### config.mk
export PLATFORM = sky130hd
export DESIGN_NAME = sram_bus_arbiter_flat
export DESIGN_NICKNAME = d
export VERILOG_FILES = /design/src/rtl/sram_bus_arbiter_if.sv /design/src/rtl/sram_bus_arbiter.sv /design/src/flat_wrapper.sv
export SDC_FILE = /design/constraint.sdc
export NUM_CORES = 1
export LEC_CHECK = 0
export CORE_AREA = 2 2 138 140
export DETAILED_ROUTE_END_ITERATION = 10
export DIE_AREA = 0 0 140 142
export PLACE_DENSITY = 0.83
export RECOVER_POWER = 50
export SYNTH_ARGS = -nofsm -noshare
export SYNTH_HDL_FRONTEND = slang
export SYNTH_SLANG_ARGS = --single-unit
### constraint.sdc
create_clock -name clk -period 15.05 [get_ports clk]
set_input_delay 4.515 -clock clk [delete_from_list [all_inputs] [get_ports clk]]
set_output_delay 4.515 -clock clk [all_outputs]
set_load 0.005 [all_outputs]
### src/rtl/sram_bus_arbiter_if.sv
// CPU-side (fetch + data masters) and SRAM-side signal bundle for sram_bus_arbiter.
// The slave modport is the arbiter; the master modport is the CPU/SRAM environment around it.
interface sram_bus_arbiter_if #(
  parameter int unsigned ADDR_W    = 20,
  parameter int unsigned NUM_BANKS = 2
);
  logic                          inst_req;
  logic [31:0]                   inst_addr;
  logic [31:0]                   inst_rdata;
  logic                          inst_ready;

  logic                          data_req;
  logic                          data_we;
  logic [3:0]                    data_sel;
  logic [31:0]                   data_addr;
  logic [31:0]                   data_wdata;
  logic [31:0]                   data_rdata;
  logic                          data_ready;
  logic                          data_err;

  logic [NUM_BANKS*ADDR_W-1:0]   sram_addr;
  logic [NUM_BANKS*32-1:0]       sram_dq_o;
  logic [NUM_BANKS*32-1:0]       sram_dq_i;
  logic [NUM_BANKS-1:0]          sram_dq_oe;
  logic [NUM_BANKS-1:0]          sram_ce_n;
  logic [NUM_BANKS-1:0]          sram_oe_n;
  logic [NUM_BANKS-1:0]          sram_we_n;
  logic [NUM_BANKS*4-1:0]        sram_be_n;

  modport slave (
    input  inst_req, inst_addr,
    input  data_req, data_we, data_sel, data_addr, data_wdata,
    input  sram_dq_i,
    output inst_rdata, inst_ready,
    output data_rdata, data_ready, data_err,
    output sram_addr, sram_dq_o, sram_dq_oe, sram_ce_n, sram_oe_n, sram_we_n, sram_be_n
  );

  modport master (
    output inst_req, inst_addr,
    output data_req, data_we, data_sel, data_addr, data_wdata,
    output sram_dq_i,
    input  inst_rdata, inst_ready,
    input  data_rdata, data_ready, data_err,
    input  sram_addr, sram_dq_o, sram_dq_oe, sram_ce_n, sram_oe_n, sram_we_n, sram_be_n
  );
endinterface

### src/rtl/sram_bus_arbiter.sv
// Two-master (fetch/data) arbiter onto NUM_BANKS asynchronous SRAM banks with
// byte enables and WAIT_CYCLES extra access cycles; alternating priority on ties.
module sram_bus_arbiter #(
  parameter int unsigned ADDR_W      = 20,
  parameter int unsigned NUM_BANKS   = 2,
  parameter int unsigned BANK_SEL_W  = 1,
  parameter int unsigned WAIT_CYCLES = 1
) (
  input  logic               clk,
  input  logic               rst,
  sram_bus_arbiter_if.slave  bus
);

  localparam int unsigned BANK_LO = ADDR_W + 2;
  localparam int unsigned BANK_HI = ADDR_W + BANK_SEL_W + 1;

  typedef enum logic [1:0] {
    S_IDLE,
    S_ACCESS,
    S_RELEASE
  } state_t;

  state_t                r_state;
  state_t                w_next;
  logic [3:0]            r_wait;
  logic                  r_grant_data;
  logic                  r_last_data;
  logic                  r_we;
  logic                  r_oor;
  logic [3:0]            r_sel;
  logic [ADDR_W-1:0]     r_word;
  logic [BANK_SEL_W-1:0] r_bank;
  logic [31:0]           r_wdata;
  logic [31:0]           r_inst_rdata;
  logic [31:0]           r_data_rdata;

  logic                  w_any_req;
  logic                  w_pick_data;
  logic [31:0]           w_addr;
  logic [BANK_SEL_W-1:0] w_bank;
  logic                  w_oor;
  logic                  w_active;
  logic [31:0]           w_rd;
  logic [NUM_BANKS-1:0]   w_ce_n;
  logic [NUM_BANKS-1:0]   w_oe_n;
  logic [NUM_BANKS-1:0]   w_we_n;
  logic [NUM_BANKS-1:0]   w_dq_oe;
  logic [NUM_BANKS*4-1:0] w_be_n;
  logic [2*(33-BANK_HI)-1:0] w_unused_addr;

  // Data wins unless the fetch master is also waiting and data was served last.
  assign w_any_req   = bus.inst_req | bus.data_req;
  assign w_pick_data = bus.data_req & (~bus.inst_req | ~r_last_data);
  assign w_addr      = w_pick_data ? bus.data_addr : bus.inst_addr;
  assign w_bank      = w_addr[BANK_HI:BANK_LO];
  assign w_oor       = ({1'b0, w_bank} >= (BANK_SEL_W + 1)'(NUM_BANKS));

  assign w_unused_addr = {bus.inst_addr[31:BANK_HI+1], bus.inst_addr[1:0],
                          bus.data_addr[31:BANK_HI+1], bus.data_addr[1:0]};

  always_comb begin
    w_next = r_state;
    case (r_state)
      S_IDLE:    if (w_any_req) w_next = w_oor ? S_RELEASE : S_ACCESS;
      S_ACCESS:  if (r_wait == '0) w_next = S_RELEASE;
      S_RELEASE: w_next = S_IDLE;
      default:   w_next = S_IDLE;
    endcase
  end

  always_ff @(posedge clk or posedge rst) begin
    if (rst) r_state <= S_IDLE;
    else     r_state <= w_next;
  end

  always_comb begin
    w_rd = '0;
    for (int unsigned b = 0; b < NUM_BANKS; b++) begin
      if (r_bank == BANK_SEL_W'(b)) w_rd = bus.sram_dq_i[b*32 +: 32];
    end
  end

  always_ff @(posedge clk or posedge rst) begin
    if (rst) begin
      r_wait       <= '0;
      r_grant_data <= 1'b0;
      r_last_data  <= 1'b0;
      r_we         <= 1'b0;
      r_oor        <= 1'b0;
      r_sel        <= '0;
      r_word       <= '0;
      r_bank       <= '0;
      r_wdata      <= '0;
      r_inst_rdata <= '0;
      r_data_rdata <= '0;
    end else begin
      case (r_state)
        S_IDLE: begin
          if (w_any_req) begin
            r_grant_data <= w_pick_data;
            r_we         <= w_pick_data & bus.data_we;
            r_sel        <= w_pick_data ? bus.data_sel : 4'hF;
            r_word       <= w_addr[ADDR_W+1:2];
            r_bank       <= w_bank;
            r_oor        <= w_oor;
            r_wait       <= 4'(WAIT_CYCLES);
            if (w_pick_data) r_wdata <= bus.data_wdata;
            if (w_oor) begin
              if (w_pick_data) r_data_rdata <= '0;
              else             r_inst_rdata <= '0;
            end
          end
        end
        S_ACCESS: begin
          if (r_wait != '0) begin
            r_wait <= r_wait - 4'd1;
          end else if (!r_we) begin
            if (r_grant_data) r_data_rdata <= w_rd;
            else              r_inst_rdata <= w_rd;
          end
        end
        S_RELEASE: r_last_data <= r_grant_data;
        default: ;
      endcase
    end
  end

  // Writes keep ce_n/dq_oe through RELEASE for data hold; reads release everything.
  assign w_active = (r_state == S_ACCESS) || ((r_state == S_RELEASE) && r_we && !r_oor);

  always_comb begin
    w_ce_n  = '1;
    w_oe_n  = '1;
    w_we_n  = '1;
    w_be_n  = '1;
    w_dq_oe = '0;
    for (int unsigned b = 0; b < NUM_BANKS; b++) begin
      if (w_active && (r_bank == BANK_SEL_W'(b))) begin
        w_ce_n[b] = 1'b0;
        if (r_we) begin
          w_dq_oe[b]       = 1'b1;
          w_be_n[b*4 +: 4] = ~r_sel;
          w_we_n[b]        = !((r_state == S_ACCESS) && (r_sel != 4'b0000));
        end else begin
          w_oe_n[b]        = 1'b0;
          w_be_n[b*4 +: 4] = 4'b0000;
        end
      end
    end
  end

  assign bus.sram_addr  = {NUM_BANKS{r_word}};
  assign bus.sram_dq_o  = {NUM_BANKS{r_wdata}};
  assign bus.sram_ce_n  = w_ce_n;
  assign bus.sram_oe_n  = w_oe_n;
  assign bus.sram_we_n  = w_we_n;
  assign bus.sram_be_n  = w_be_n;
  assign bus.sram_dq_oe = w_dq_oe;

  assign bus.inst_ready = (r_state == S_RELEASE) && !r_grant_data;
  assign bus.data_ready = (r_state == S_RELEASE) && r_grant_data;
  assign bus.data_err   = (r_state == S_RELEASE) && r_grant_data && r_oor;
  assign bus.inst_rdata = r_inst_rdata;
  assign bus.data_rdata = r_data_rdata;

endmodule
### src/flat_wrapper.sv
// flat-port wrapper written by rule: the top's interface ports become plain ports
module sram_bus_arbiter_flat 
#(
  parameter int unsigned ADDR_W      = 20,
  parameter int unsigned NUM_BANKS   = 2,
  parameter int unsigned BANK_SEL_W  = 1,
  parameter int unsigned WAIT_CYCLES = 1
)
  (clk, rst, bus_inst_req, bus_inst_addr, bus_data_req, bus_data_we, bus_data_sel, bus_data_addr, bus_data_wdata, bus_sram_dq_i, bus_inst_rdata, bus_inst_ready, bus_data_rdata, bus_data_ready, bus_data_err, bus_sram_addr, bus_sram_dq_o, bus_sram_dq_oe, bus_sram_ce_n, bus_sram_oe_n, bus_sram_we_n, bus_sram_be_n);
  sram_bus_arbiter_if #(.ADDR_W(ADDR_W), .NUM_BANKS(NUM_BANKS)) bus_i ();
  input  logic clk;
  input  logic rst;
  input wire logic [$bits(bus_i.inst_req)-1:0] bus_inst_req;
  input wire logic [$bits(bus_i.inst_addr)-1:0] bus_inst_addr;
  input wire logic [$bits(bus_i.data_req)-1:0] bus_data_req;
  input wire logic [$bits(bus_i.data_we)-1:0] bus_data_we;
  input wire logic [$bits(bus_i.data_sel)-1:0] bus_data_sel;
  input wire logic [$bits(bus_i.data_addr)-1:0] bus_data_addr;
  input wire logic [$bits(bus_i.data_wdata)-1:0] bus_data_wdata;
  input wire logic [$bits(bus_i.sram_dq_i)-1:0] bus_sram_dq_i;
  output wire logic [$bits(bus_i.inst_rdata)-1:0] bus_inst_rdata;
  output wire logic [$bits(bus_i.inst_ready)-1:0] bus_inst_ready;
  output wire logic [$bits(bus_i.data_rdata)-1:0] bus_data_rdata;
  output wire logic [$bits(bus_i.data_ready)-1:0] bus_data_ready;
  output wire logic [$bits(bus_i.data_err)-1:0] bus_data_err;
  output wire logic [$bits(bus_i.sram_addr)-1:0] bus_sram_addr;
  output wire logic [$bits(bus_i.sram_dq_o)-1:0] bus_sram_dq_o;
  output wire logic [$bits(bus_i.sram_dq_oe)-1:0] bus_sram_dq_oe;
  output wire logic [$bits(bus_i.sram_ce_n)-1:0] bus_sram_ce_n;
  output wire logic [$bits(bus_i.sram_oe_n)-1:0] bus_sram_oe_n;
  output wire logic [$bits(bus_i.sram_we_n)-1:0] bus_sram_we_n;
  output wire logic [$bits(bus_i.sram_be_n)-1:0] bus_sram_be_n;
  assign bus_i.inst_req = bus_inst_req;
  assign bus_i.inst_addr = bus_inst_addr;
  assign bus_i.data_req = bus_data_req;
  assign bus_i.data_we = bus_data_we;
  assign bus_i.data_sel = bus_data_sel;
  assign bus_i.data_addr = bus_data_addr;
  assign bus_i.data_wdata = bus_data_wdata;
  assign bus_i.sram_dq_i = bus_sram_dq_i;
  assign bus_inst_rdata = bus_i.inst_rdata;
  assign bus_inst_ready = bus_i.inst_ready;
  assign bus_data_rdata = bus_i.data_rdata;
  assign bus_data_ready = bus_i.data_ready;
  assign bus_data_err = bus_i.data_err;
  assign bus_sram_addr = bus_i.sram_addr;
  assign bus_sram_dq_o = bus_i.sram_dq_o;
  assign bus_sram_dq_oe = bus_i.sram_dq_oe;
  assign bus_sram_ce_n = bus_i.sram_ce_n;
  assign bus_sram_oe_n = bus_i.sram_oe_n;
  assign bus_sram_we_n = bus_i.sram_we_n;
  assign bus_sram_be_n = bus_i.sram_be_n;
  sram_bus_arbiter #(.ADDR_W(ADDR_W), .NUM_BANKS(NUM_BANKS), .BANK_SEL_W(BANK_SEL_W), .WAIT_CYCLES(WAIT_CYCLES)) u_core (.clk(clk), .rst(rst), .bus(bus_i));
endmodule
==> results by group, run 1 <==
Clock network
  • Cts bufs inserted: 17
  • CTS tree: done
  • Post-CTS Resized: 0
  • Htree depth: 4
  • # hold bufs at CTS: 0
  • Clk_lat worst skew: 420 ps
  • Worst-path clk slew: 60 ps
  • Post-CTS Setup Repair Bufs: 0
  • CTS Root Cell: clkbuf_16
  • Clk buf depth: 2
  • CTS sink cnt: 130

Status
  • Outcome: finished, violations left
  • Failing checks: DRC, capacitance limit, slew limit

Timing
  • Max Freq: 138 MHz
  • Crit path time final: 7230 ps
  • Final setup violation count: 0
  • Final hold vios: 0
  • Max-slew headroom: -89.5%
  • Worst Clk Skew: 8.16 ps
  • Worst slew pin tran: 2830 ps
  • Fin. max-slew vios: 66
  • RSZ-0062 raised after global routing: false
  • Hold slack: 484 ps
  • TNS Setup: 0 ps
  • Fin crit share: 48.0%

Setup path
  • Worst setup EP type: asynchronous set/reset pin
  • Worst path cell trace: dlygate4sd3_1 > clkinvlp_2 > buf_4
  • Critical Path Stages: 3
  • Worst path arrival time: 7610 ps
  • CP top delay family: buffers and inverters
  • WP data required: 15,430 ps
  • Startpoint types: primary input
  • Largest stage delay on the critical path: 1570 ps
  • R2R depth: 4
  • Critical Path Source: rst
  • Worst r2r src: u_core.r_last_data
  • Critical path type: in -> async
  • Crit path buffers/inverters: 3
  • Crit-path slowest cell: clkinvlp_2
  • Crit Path Max Fanout: 66

Detailed routing
  • Via count: 4,797
  • Wire length after detailed routing: 17,200 um
  • Wire per inst: 16.9 um
  • Drt initial violations: 235
  • Vias per cell: 4.73
  • DRT Pass-1 Iters: 10
  • Antenna-violating nets left: 0
  • # DRC: 25

Power
  • Leakage: 4.18 nW
  • Peak supply drop: 97.9 uV
  • Clock network fraction of total power: 20.2%
  • Sequential power share: 33.0%
  • Gate power share: 46.7%
  • Switching part of the total power: 30.5%
  • Cell-internal power: 1.42 mW
  • PD cells: 206 nW/um^2
  • Switching power total: 622 uW

Synthesis
  • Count leader, synth: dfrtp_1
  • Top cells by count, synth: 130 x dfrtp_1, 68 x mux2_2, 60 x mux2_4
  • Netlist cell types: 41
  • Async set-or-reset flop fraction in the synthesized netlist: 100%
  • Avg Inst Size Synth: 12.9 um^2
  • #FFs+latches synth: 130
  • Syn Inst Count: 497
  • Yosys warns: 0
  • Number of flops mapped to enable cells by yosys: 0
  • Top cell type's share of synthesized area: 50.9%
  • Synth area leader: dfrtp_1
  • Synth area leaders: dfrtp_1 51%, mux2_4 14%, mux2_2 12%, buf_4 6.2%, nand2_1 3.1%
  • Net Count, Synth: 668
  • Post-synthesis sequential area ratio: 50.9%
  • Top_reg_cell synth: dfrtp_1
  • Mapped Area: 6390 um^2

Global routing
  • GR Overflow Total: 0
  • First-pass GRT wire length: 26,800 um
  • Vias in the first global route: 4,963
  • Largest net degree at the start of global routing: 67
  • Overall global routing resource usage: 17.3%
  • Antenna violations before repair: 0

Floorplan
  • I/O Pins: 356
  • Die area: 19,900 um^2
  • Area of the core: 18,500 um^2
  • Die width: 140 um
  • Die H: 142 um
  • Starting Density: 34.6%
  • Row count: 50

Placed design
  • Placed inst area: 9410 um^2
  • RD Place Congestion: 0.775
  • DP Wirelength: 13,000 um
  • Port buffer count: 332

Worst hold path
  • Hold path startpoint: u_core.bus.inst_rdata[19]
  • Hold depth: 1
  • Tightest Hold Check Type: reg -> reg

Cells and area
  • Ant. Diodes: 0
  • Share of cells above drive strength 1: 14.7%
  • Finished Cell Area: 9900 um^2
  • Area grow syn2layout: 55.0%
  • Nets: 939

Run
  • Max-Cap Viols: 1
==> logic make-up (layout without fill, tap and decap cells) <==
group           after synthesis  after routing  synth area share (%)
compound gates               62             62                  6.03
fa+ha+maj                     2              2                 0.392
buf+inv                      90            373                  10.2
flops                       130            130                  50.9
mux                         128            128                  26.1
other cells                   1              1                0.0587
simple gates                 84             84                  6.31
==> cells in the final DEF, fill, tap and decap left out, drive strengths merged, types with 3 or more instances in the layout <==
master and n:
a21oi 23, inv 6, nand2b 8, dlygate4sd3 100
or4 4, clkbuf 17, bufinv 3, clkdlybuf4s50 232
o21ai 4, buf 3, nor2 4, and2 3
mux2 128, dfrtp 130, o22a 4, a31oi 22
nand2 53, clkinv 10
==> state kept, by name (all words and copies together) (netlist names) <==
| name | flops |
|---|---|
| u_core.r_sel | 4 |
| u_core.r_wait | 4 |
| u_core.r_last_data | 1 |
| u_core.r_grant_data | 1 |
| u_core.bus.data_rdata | 32 |
| u_core.bus.inst_rdata | 32 |
| u_core.r_we | 1 |
| u_core.r_wdata | 32 |
| u_core.r_state | 2 |
| u_core.r_bank | 1 |
| u_core.r_word | 20 |
==> power by group through the flow <==
stage                     Sequential, mW  Clock (mW)  Combinational, mW
after floorplan                    0.649           0              0.549
after global placement             0.675           0               1.04
after detailed placement           0.684           0               1.06
after CTS                          0.683       0.423               1.06
after global routing               0.701       0.440               1.02
final                              0.673       0.413              0.953
==> worst paths after layout <==
kind / to / slack, ps
setup reg to reg: u_core.r_wdata[7] / 12180
min in group asynchronous: u_core.bus.data_rdata[13] / 5340
setup / recovery: u_core.r_bank / 7820
hold reg to reg: u_core.bus.inst_rdata[19] / 480
hold / removal: u_core.bus.inst_rdata[19] / 480
max in group clk: u_core.r_wdata[7] / 7870
==> stage by stage <==
step	power [mW]	std cells	utilization [%]	setup WS [ps]
6_report	2.04	1014	53.6	7820
5_1_grt	2.17	1014	53.6	7190
4_1_cts	2.17	1014	54.2	7880
3_5_place_dp	1.74	983	51.0	7430
3_3_place_gp	1.71	983	51.0	7470
2_1_floorplan	1.20	497	-	7070
==> area by class of cell <==
type | instances | area, um^2
timing repair buffer | 335 | 3350
inverter | 7 | 27.5
sequential | 130 | 3250
fill | 1619 | 8560
tap | 234 | 293
multi-input combinational | 277 | 2390
clock buffer | 17 | 425
clock inverter | 14 | 166
==> metal layers <==
layer	vias up	track usage [%]	wire length, um
met1	2349	20.0	6780
met3	22	5.69	1430
met2	207	30.9	8730
li1	2219	-	-
met4	0	5.16	247
met5	-	0	0
Note: power is estimated with default switching activity, not from simulation.
==> inputs of run 2 (changes only) <==
- CORE_AREA: 2 2 138 140 -> 2 2 139 141
- DIE_AREA: 0 0 140 142 -> 0 0 141 143
- PLACE_DENSITY: 0.83 -> 0.82
- clock period: 15.05 -> 7.1 ns (I/O delays scaled with it)
==> results by group, run 2 (synthesis gave the netlist of run 1 again) <==
Cells and area
  • Area grow syn2layout: 56.3%
  • Ant. Diodes: 0 (unchanged)
  • Share of cells above drive strength 1: 15.0% (+0.26 points)
  • Register area: 3250 um^2 (unchanged)
  • Nets: 940 (+0.11%)
  • Most frequent cells in the layout: 295 x clkdlybuf4s50_1, 129 x dfrtp_1, 53 x nand2_1
  • Fill cells: 1,612 (-0.43%)
  • Commonest non-fill, non-tap cell in the layout: clkdlybuf4s50_1
  • Finished Cell Area: 9980 um^2 (+0.87%)
  • Multi-input logic area: 2390 um^2 (about the same)

Placed design
  • DP Wirelength: 13,200 um (+1.8%)
  • Placed inst area: 9420 um^2 (about the same)
  • Dpl ws: 1950 ps (-5480 ps)
  • Port buffer count: 332 (unchanged)
  • RD Place Congestion: 0.770 (-0.57%)

Timing
  • Worst slew pin tran: 2080 ps (-752 ps)
  • RSZ-0062 raised after global routing: false
  • Fin. max-slew vios: 49 (-26%)
  • Final setup violation count: 0 (unchanged)
  • PnR worst setup slack: 2340 ps (-5480 ps)
  • Max-slew headroom: -39.1% (+50 points)
  • Fin crit share: 67.0%
  • Max Freq: 210 MHz
  • Crit path time final: 4760 ps
  • TNS Setup: 0 ps (unchanged)
  • Worst Clk Skew: 12.3 ps (+4.14 ps)
  • Final hold vios: 0 (unchanged)

Clock network
  • CTS Root Cell: clkbuf_16
  • Post-CTS Resized: 0 (unchanged)
  • Clk_lat worst skew: 410 ps (about the same)
  • Clk buf depth: 2 (unchanged)
  • Htree depth: 4 (unchanged)
  • Worst-path clk slew: 60 ps (about the same)
  • # hold bufs at CTS: 0 (unchanged)
  • Cts bufs inserted: 17 (unchanged)
  • CTS tree: done
  • CTS sink cnt: 130 (unchanged)
  • Post-CTS Setup Repair Bufs: 0 (unchanged)

Floorplan
  • I/O Pins: 356 (unchanged)
  • Die area: 20,200 um^2 (+1.4%)
  • Area of the core: 18,600 um^2 (+0.68%)
  • Die H: 143 um (+0.70%)
  • Starting Density: 34.4% (-0.23 points)
  • Row count: 50 (unchanged)
  • Die width: 141 um (+0.71%)

Setup path
  • Startpoint types: primary input
  • Crit Path Max Fanout: 23 (-65%)
  • Worst path arrival time: 5050 ps (-2560 ps)
  • Crit path buffers/inverters: 2 (-1)
  • Worst path cell trace: dlygate4sd3_1 > a21boi_2 > nand2_1 > buf_4 > mux2_2
  • R2R setup slack: 4260 ps (-7920 ps)
  • Largest stage delay on the critical path: 780 ps (-790 ps)
  • WP data required: 7390 ps (-8040 ps)
  • Worst setup EP type: flip-flop
  • Crit-path slowest cell: a21boi_2
  • Critical path type: in -> reg
  • CP top delay family: buffers and inverters

Global routing
  • Largest net degree at the start of global routing: 49 (-27%)
  • Vias in the first global route: 5,017 (+1.1%)
  • Overall global routing resource usage: 17.3% (about the same)
  • GR Overflow Total: 0 (unchanged)
  • Antenna violations before repair: 0 (unchanged)
  • First-pass GRT wire length: 27,100 um (+1.1%)

Worst hold path
  • Tightest Hold Check Type: reg -> reg

Detailed routing
  • Wire per inst: 17.3 um (+2.4%)
  • DRT Pass-1 Iters: 4 (-6)
  • Wire length after detailed routing: 17,600 um (+2.4%)
  • Via count: 4,806 (+0.19%)
  • Drt initial violations: 120 (-49%)
  • # DRC: 0 (-100%)
  • Antenna-violating nets left: 0 (unchanged)
  • Vias per cell: 4.74 (+0.19%)

Power
  • Leakage: 4.20 nW (+0.46%)
  • PD cells: 454 nW/um^2 (+120%)
  • Peak supply drop: 251 uV (+160%)

Status
  • Failing checks: capacitance limit, slew limit
  • Outcome: finished, violations left

Run
  • Max-Cap Viols: 1 (unchanged)
==> run 2: worst paths after layout <==
check / start / endpoint / cells after the start
max in group asynchronous: rst / u_core.r_bank / 3
hold / removal: u_core.bus.inst_rdata[0] / u_core.bus.inst_rdata[0] / 1
setup / recovery: bus_data_req / u_core.r_wdata[9] / 5
setup reg to reg: u_core.r_last_data / u_core.r_wdata[9] / 4
min in group asynchronous: rst / u_core.r_wdata[11] / 2
hold reg to reg: u_core.bus.inst_rdata[0] / u_core.bus.inst_rdata[0] / 1
==> run 2: report_power, final <==
group	switching, mW	internal, mW
combinational	0.683	1.41
clock	0.334	0.667
sequential	0.315	1.12
==> run 2: final cells by class <==
cell class / count / area share (%)
clock buffer: 18 / 4.40
timing repair buffer: 336 / 33.6
tap: 234 / 2.93
clock inverter: 12 / 2.31
multi-input combinational: 277 / 23.9
inverter: 7 / 0.276
sequential: 130 / 32.6
==> run 2: per-stage QoR <==
step	hold slack (ps)	util, %	std cells	power, mW
CTS	507	54.3	1014	4.73
global placement	489	50.7	984	3.64
floorplan	471	-	497	2.54
global route	504	53.7	1014	4.79
detailed placement	493	50.7	984	3.70
finish	484	53.7	1014	4.53
==> run 2: routing by layer <==
metal	vias to the layer above	GRT usage, %	wire length, um
li1	2221	-	-
met1	2336	19.7	6940
met2	222	31.1	9070
met3	27	5.20	1290
met4	0	6.11	287
met5	-	0	0
==> inputs of run 3 (changes only) <==
- clock period: 7.1 -> 4.7 ns (I/O delays scaled with it)
==> results by group, run 3 (synthesis gave the netlist of run 1 again) <==
Status
  • Outcome: finished, violations left
  • Failing checks: capacitance limit, slew limit

Detailed routing
  • Top Metal Used: met4
  • Antenna-violating nets left: 0 (unchanged)
  • Drt initial violations: 189 (+57%)
  • Vias per cell: 4.69 (-1.1%)
  • Via count: 4,769 (-0.77%)
  • Routed length on met2: 8570 um (-5.4%)
  • # DRC: 0 (unchanged)
  • Met1 wire length: 6970 um (+0.32%)
  • DRT Pass-1 Iters: 4 (unchanged)
  • Wire length after detailed routing: 17,300 um (-1.4%)
  • Wire per inst: 17.0 um (-1.7%)
  • DR WL met3: 1420 um (+10%)

Timing
  • Fin. max-slew vios: 147 (+200%)
  • TNS Setup: 0 ps (unchanged)
  • Fin crit share: 83.6%
  • Final hold vios: 0 (unchanged)
  • RSZ-0062 raised after global routing: false
  • Worst Clk Skew: 8.46 ps (-3.84 ps)
  • Final setup violation count: 0 (unchanged)
  • Worst slew pin tran: 2000 ps (-70.7 ps)
  • Max-slew headroom: -33.6% (+5.5 points)
  • Max Freq: 255 MHz
  • Crit path time final: 3930 ps

Setup path
  • R2R depth: 5 (+1)
  • Crit-path slowest cell: or2_0
  • Crit Path Max Fanout: 27 (+17%)
  • Worst path arrival time: 4170 ps (-880 ps)
  • Worst setup EP type: flip-flop
  • WP data required: 4940 ps (-2450 ps)
  • Worst path cell trace: dlygate4sd3_1 > or2_0 > and2_1 > a31oi_1
  • Startpoint types: primary input
  • Largest stage delay on the critical path: 1010 ps (+230 ps)
  • Crit path buffers/inverters: 1 (-1)
  • Critical path type: in -> reg
  • CP top delay family: simple AND/OR/NAND/NOR gates
  • Critical Path Stages: 4 (-1)

Global routing
  • First-pass GRT wire length: 26,300 um (-2.9%)
  • Antenna violations before repair: 0 (unchanged)
  • Vias in the first global route: 4,778 (-4.8%)
  • GR Overflow Total: 0 (unchanged)
  • Overall global routing resource usage: 16.9% (-0.44 points)
  • Largest net degree at the start of global routing: 81 (+65%)

Placed design
  • Port buffer count: 332 (unchanged)
  • RD Place Congestion: 0.808 (+4.9%)
  • DP Wirelength: 12,900 um (-2.1%)

Cells and area
  • Commonest non-fill, non-tap cell in the layout: clkdlybuf4s50_1
  • Fill cells: 1,629 (+1.1%)
  • Most frequent cells in the layout: 308 x clkdlybuf4s50_1, 129 x dfrtp_1, 68 x mux2_2
  • Share of cells above drive strength 1: 14.2% (-0.82 points)
  • Ant. Diodes: 0 (unchanged)
  • Nets: 941 (+0.11%)
  • Area grow syn2layout: 53.9%
  • Final Util: 52.9% (-0.82 points)

Clock network
  • # hold bufs at CTS: 0 (unchanged)
  • Clk_lat worst skew: 410 ps (about the same)
  • Clk buf depth: 2 (unchanged)
  • CTS tree: done
  • Cts bufs inserted: 17 (unchanged)
  • CTS Root Cell: clkbuf_16
  • Htree depth: 4 (unchanged)
  • Post-CTS Setup Repair Bufs: 0 (unchanged)
  • CTS sink cnt: 130 (unchanged)
  • Post-CTS Resized: 0 (unchanged)
  • Worst-path clk slew: 60 ps (about the same)

Power
  • Switching part of the total power: 30.4% (+1.0 points)
  • Peak supply drop: 294 uV (+17%)
  • Leakage: 4.00 nW (-4.7%)
  • Clock network fraction of total power: 21.2% (-0.9 points)
  • Sequential power share: 32.0% (+0.3 points)
  • Switching power total: 2.01 mW (+51%)
  • Gate power share: 46.8% (+0.6 points)
  • PD cells: 673 nW/um^2 (+48%)
  • Cell-internal power: 4.60 mW (+44%)

Floorplan
  • I/O Pins: 356 (unchanged)
  • Starting Density: 34.4% (unchanged)
  • Die width: 141 um (unchanged)
  • Die area: 20,200 um^2 (unchanged)
  • Die H: 143 um (unchanged)
  • Row count: 50 (unchanged)
  • Area of the core: 18,600 um^2 (unchanged)

Worst hold path
  • Hold depth: 1 (unchanged)
  • Tightest Hold Check Type: reg -> reg

Run
  • Max-Cap Viols: 3 (+2)
==> run 3: cell count changes in the layout (fill, tap and decap cells not counted), moves of 3 or more <==
| cell | previous run | this run |
|---|---|---|
| dlygate4sd3_1 | 37 | 24 |
| clkdlybuf4s50_1 | 295 | 308 |
| mux2_2 | 42 | 68 |
| mux2_1 | 52 | 60 |
| clkinv_4 | 2 | 5 |
| mux2_4 | 34 | 0 |
==> run 3: power groups by stage <==
stage | clock network [mW] | registers (mW) | logic, mW
after floorplan | 0 | 2.08 | 1.76
after global routing | 1.49 | 2.20 | 3.31
after detailed placement | 0 | 2.14 | 3.45
after CTS | 1.44 | 2.14 | 3.47
after global placement | 0 | 2.12 | 3.38
final | 1.40 | 2.11 | 3.10
==> run 3: worst paths after layout <==
check | startpoint | slack [ps] | end
max | bus_inst_req | 770 | u_core.r_word[19]
min | u_core.bus.inst_rdata[27] | 480 | u_core.bus.inst_rdata[27]
max reg2reg | u_core.r_wait[0] | 1630 | u_core.bus.data_rdata[16]
min reg2reg | u_core.bus.inst_rdata[27] | 480 | u_core.bus.inst_rdata[27]
max in group asynchronous | rst | 1280 | u_core.r_wdata[10]
min in group asynchronous | rst | 1910 | u_core.r_wdata[26]
==> run 3: metal layers <==
metal  track usage [%]  vias up
met3              5.77       25
met2              28.9      226
li1                  -     2218
met4              6.11        0
met1              19.8     2300
met5                 0        -
==> run 3: final cells by class <==
| type | count | area (um^2) | area share [%] |
|---|---|---|---|
| timing repair buffer | 337 | 3370 | 34.3 |
| clock buffer | 17 | 425 | 4.33 |
| inverter | 7 | 30.0 | 0.305 |
| clock inverter | 15 | 206 | 2.10 |
| multi-input combinational | 277 | 2250 | 22.9 |
| sequential | 130 | 3250 | 33.1 |
| tap | 234 | 293 | 2.98 |
==> run 3: per-stage QoR <==
step	power [mW]	setup slack, ps	area [um^2]	hold WS, ps	cells
2_1_floorplan	3.84	1680	6390	471	497
3_3_place_gp	5.50	1180	9450	486	985
3_5_place_dp	5.59	1070	9450	492	985
4_1_cts	7.04	858	10100	507	1017
5_1_grt	7.00	487	9830	503	1017
6_report	6.61	772	9830	484	1017
